==> config.mk <==
export PLATFORM = sky130hd
export DESIGN_NAME = rca_parameterized_flat
export DESIGN_NICKNAME = d
export VERILOG_FILES = /design/src/rtl/rca_parameterized_if.sv /design/src/rtl/rca_parameterized.sv /design/src/flat_wrapper.sv
export SDC_FILE = /design/constraint.sdc
export NUM_CORES = 1
export LEC_CHECK = 0
export ABC_AREA = 1
export ABC_CLOCK_PERIOD_IN_PS = 1000
export CORE_UTILIZATION = 32
export DETAILED_ROUTE_END_ITERATION = 10
export PLACE_DENSITY = 0.9
export SYNTH_ARGS = -nofsm -noshare
export SYNTH_HDL_FRONTEND = slang
export SYNTH_HIERARCHICAL = 1
export SYNTH_SLANG_ARGS = --single-unit
==> constraint.sdc <==
create_clock -name clk -period 1 [get_ports clk]
set_clock_uncertainty 0.15 [all_clocks]
set_input_delay 0.3 -clock clk [delete_from_list [all_inputs] [get_ports clk]]
set_output_delay 0.3 -clock clk [all_outputs]
set_load 0.01 [all_outputs]
==> src/rtl/rca_parameterized_if.sv <==
// Operand/result bundle for the ripple-carry adder.
// master drives operands, slave returns registered results.
interface rca_parameterized_if #(
  parameter int n = 16
);
  logic [n-1:0] a;
  logic [n-1:0] b;
  logic         cin;
  logic [n-1:0] sum;
  logic         cout;
  logic [n:0]   final_sum;

  modport master (
    output a, b, cin,
    input  sum, cout, final_sum
  );

  modport slave (
    input  a, b, cin,
    output sum, cout, final_sum
  );
endinterface

==> src/rtl/rca_parameterized.sv <==
// n-bit ripple-carry adder built from explicit full-adder cells.
// Result is registered; final_sum is formed from the same flops.
module rca_fa_cell (
  input  logic a,
  input  logic b,
  input  logic ci,
  output logic s,
  output logic co
);
  assign s  = a ^ b ^ ci;
  assign co = (a & b) | (a & ci) | (b & ci);
endmodule

module rca_parameterized #(
  parameter int n = 16
) (
  input  logic               clk,
  input  logic               rst,
  rca_parameterized_if.slave bus
);
  logic [n:0]   c;
  logic [n-1:0] s;
  logic [n-1:0] sum_q;
  logic         cout_q;

  assign c[0] = bus.cin;

  for (genvar i = 0; i < n; i++) begin : g_cell
    rca_fa_cell u_fa (
      .a  (bus.a[i]),
      .b  (bus.b[i]),
      .ci (c[i]),
      .s  (s[i]),
      .co (c[i+1])
    );
  end

  // Capture the ripple result every cycle; async clear.
  always_ff @(posedge clk or posedge rst) begin
    if (rst) begin
      sum_q  <= '0;
      cout_q <= 1'b0;
    end else begin
      sum_q  <= s;
      cout_q <= c[n];
    end
  end

  assign bus.sum       = sum_q;
  assign bus.cout      = cout_q;
  assign bus.final_sum = {cout_q, sum_q};
endmodule

==> src/flat_wrapper.sv <==
// flat-port wrapper written by rule: the top's interface ports become plain ports
module rca_parameterized_flat 
#(
  parameter int n = 16
)
  (clk, rst, bus_a, bus_b, bus_cin, bus_sum, bus_cout, bus_final_sum);
  rca_parameterized_if #(.n(n)) bus_i ();
  input  logic clk;
  input  logic rst;
  input wire logic [$bits(bus_i.a)-1:0] bus_a;
  input wire logic [$bits(bus_i.b)-1:0] bus_b;
  input wire logic [$bits(bus_i.cin)-1:0] bus_cin;
  output wire logic [$bits(bus_i.sum)-1:0] bus_sum;
  output wire logic [$bits(bus_i.cout)-1:0] bus_cout;
  output wire logic [$bits(bus_i.final_sum)-1:0] bus_final_sum;
  assign bus_i.a = bus_a;
  assign bus_i.b = bus_b;
  assign bus_i.cin = bus_cin;
  assign bus_sum = bus_i.sum;
  assign bus_cout = bus_i.cout;
  assign bus_final_sum = bus_i.final_sum;
  rca_parameterized #(.n(n)) u_core (.clk(clk), .rst(rst), .bus(bus_i));
endmodule
==> flow_summary.yaml <==
outcome:
  status: "finished, violations left"
  violations: "setup timing"
worst_setup_path:
  crit_required_ps: 1080
  crit_path_start_kind: "primary input"
  cp_common_cell: "fa_2"
  critPathMaxFanout: 1
  worstSetupPathType: "primary input to flip-flop"
  slowest_delay_ps: 520
  path_cells: "buf_6, fa_2, fa_2, fa_2, fa_2, fa_2, fa_2, fa_2, fa_2, fa_2, fa_2, fa_2, fa_2, fa_2, fa_2, fa_2, fa_2"
  cp_data_arrival_time_ps: 6210
  endpoint_kind: "flip-flop"
  crit_cells: 17
  cp_slowest_cell: "fa_2"
  path_buf_inv: 1
  cp_top_family: "adder cells"
global_routing:
  grt_max_degree: 18
  grt_pass1_wl_mm: 2.97
  grt_pass1_vias: 677
  grtUsageTotal_pct: 15.8
  antenna_found_initial: 0
  grt_overflow: 0
cells_and_area:
  num-fill-cells: 197
  fin_util_pct: 60.0
  drive_gt1_share_pct: 55.4
  nets: 164
  num_antenna_cells: 0
  syn2layout_area_growth_pct: 72.5
floorplan:
  dieArea_sq_um: 2950
  start_util_pct: 34.8
  num_rows: 18
  fp.coreArea_sq_um: 2520
  die_y_um: 54.4
  die_w_um: 54.4
  io_pins: 69
timing:
  relSlewSlack_pct: 92.0
  setup-tns-final_ps: -54660
  setup_viol: 50
  period_minus_slack_ps: 6130
  final_max_slew_viol_count: 0
  fmax_ghz: 0.163
  finalCritPeriodShare_pct: 613
  hold_viol: 0
  setup_slack_ps: -5130
  rsz0062_at_grt: "true"
  worst_slew_pin_slew_ps: 120
  holdWs_ps: 152
clock_network:
  clock_path_buffers: 2
  cts_made_buffers: 3
  numClockSinks: 17
  htreeDepth: 1
  clkTransAtPathRegs_ps: 90
  cts_tree: "done"
  clockRootBuffer: "clkbuf_4"
power_and_ir_drop:
  power_uw: 2220
  powerDensity_nw_per_um2: 1470
  p_leak_uw: 0.000658
  max-vdd-ir-drop_mv: 0.841
routing:
  drt_iter0_markers: 3
  routed_wl_mm: 2.01
  first_pass_iters: 2
  wl_per_cell_um: 14.2
  postRouteAntennaNets: 0
  dr_total_vias: 596
  viasPerCell: 4.20
  drc: 0
placement:
  gp_congestion: 0.650
  hpwl_mm: 1.89
  portBuffers: 68
synthesis:
  yosysWarnings: 6
  avgSynthCellArea_sq_um: 17.2
  syn_area_sq_um: 877
  syn_inst: 51
  synth-xor-area-share_pct: 0
  synth_adder_area_share_pct: 36.5
  synth_cell_types: 4
  synth-seq-area-share_pct: 48.5
  synthMuxAreaShare_pct: 0
  synth-seq-cells: 17
  synthSimpleGateAreaFrac_pct: 0
  syn_nets: 102
  synth_compound_area_share_pct: 0
  synth_top_family_by_area: "adder cells"
min_path:
  min_path_cells: 2
  hold_class: "primary input to flip-flop"
run:
  max-cap-violations: 0
cells in the final DEF (no fill, tap or decap):
master,netlist,routed
buf_12,0,1
buf_2,0,23
buf_6,0,19
clkbuf_1,0,1
clkbuf_4,0,3
clkdlybuf4s50_1,0,31
dfrtp_1,17,17
fa_2,0,16
inv_1,1,1
final cells by class:
class	instances	area, sq um	area share, %
flip-flops and latches	17	425	28.1
inverters	1	3.75	0.248
multi-input cells	16	360	23.8
repair buffers	74	659	43.6
clock buffers	4	26.3	1.74
well taps	30	37.5	2.48
Yosys cell counts:
library cell  count  area share [%]
dfrtp_1          17              49
fa_1             16              37
buf_4            17              15
inv_1             1            0.43
registers in the layout, summed over array words and instances (netlist names):
register	flops
u_core/bus.sum	16
u_core/bus.cout	1
layer usage:
layer,part of all wire (%),vias up,wire length (um),global-route usage (%)
li1,-,257,-,-
met1,28,293,572,14.3
met2,62,38,1240,30.7
met3,6.1,8,122,2.50
met4,3.6,0,72,11.5
met5,0,-,0,0
kinds of logic after synthesis:
kind of cell               after synthesis
adders and majority gates               16
DFF                                     17
buffers and inverters                   18
path summary, 6_finish.rpt:
kind,slack (ps),end,from
worst max-delay path,-5130,u_core/bus.sum[15],bus_a[0]
worst min-delay path,150,u_core/bus.sum[0],bus_a[0]
max in group asynchronous,410,u_core/bus.sum[15],rst
min in group asynchronous,170,u_core/bus.sum[6],rst
report_power, final:
part	switching [uW]	total (uW)	internal (uW)
Clock	198	353	155
Combinational	396	970	574
Sequential	77.8	896	819
timing repair:
item	4_1_cts	5_1_grt
resized for setup	161	7
setup endpoints to repair	51	50
pin swaps	0	0
endpoints found under the hold margin	0	0
setup buffers	5	0
hold buffers	0	0
per-stage QoR:
step | instance area (sq um) | worst slack, ps | cells
global placement | 1530 | -5700 | 133
finish | 1510 | -5130 | 142
detailed placement | 1530 | -5800 | 133
global route | 1510 | -5250 | 142
floorplan | 915 | -5150 | 51
CTS | 1470 | -5150 | 142
Power figures use the tool's default switching activity.
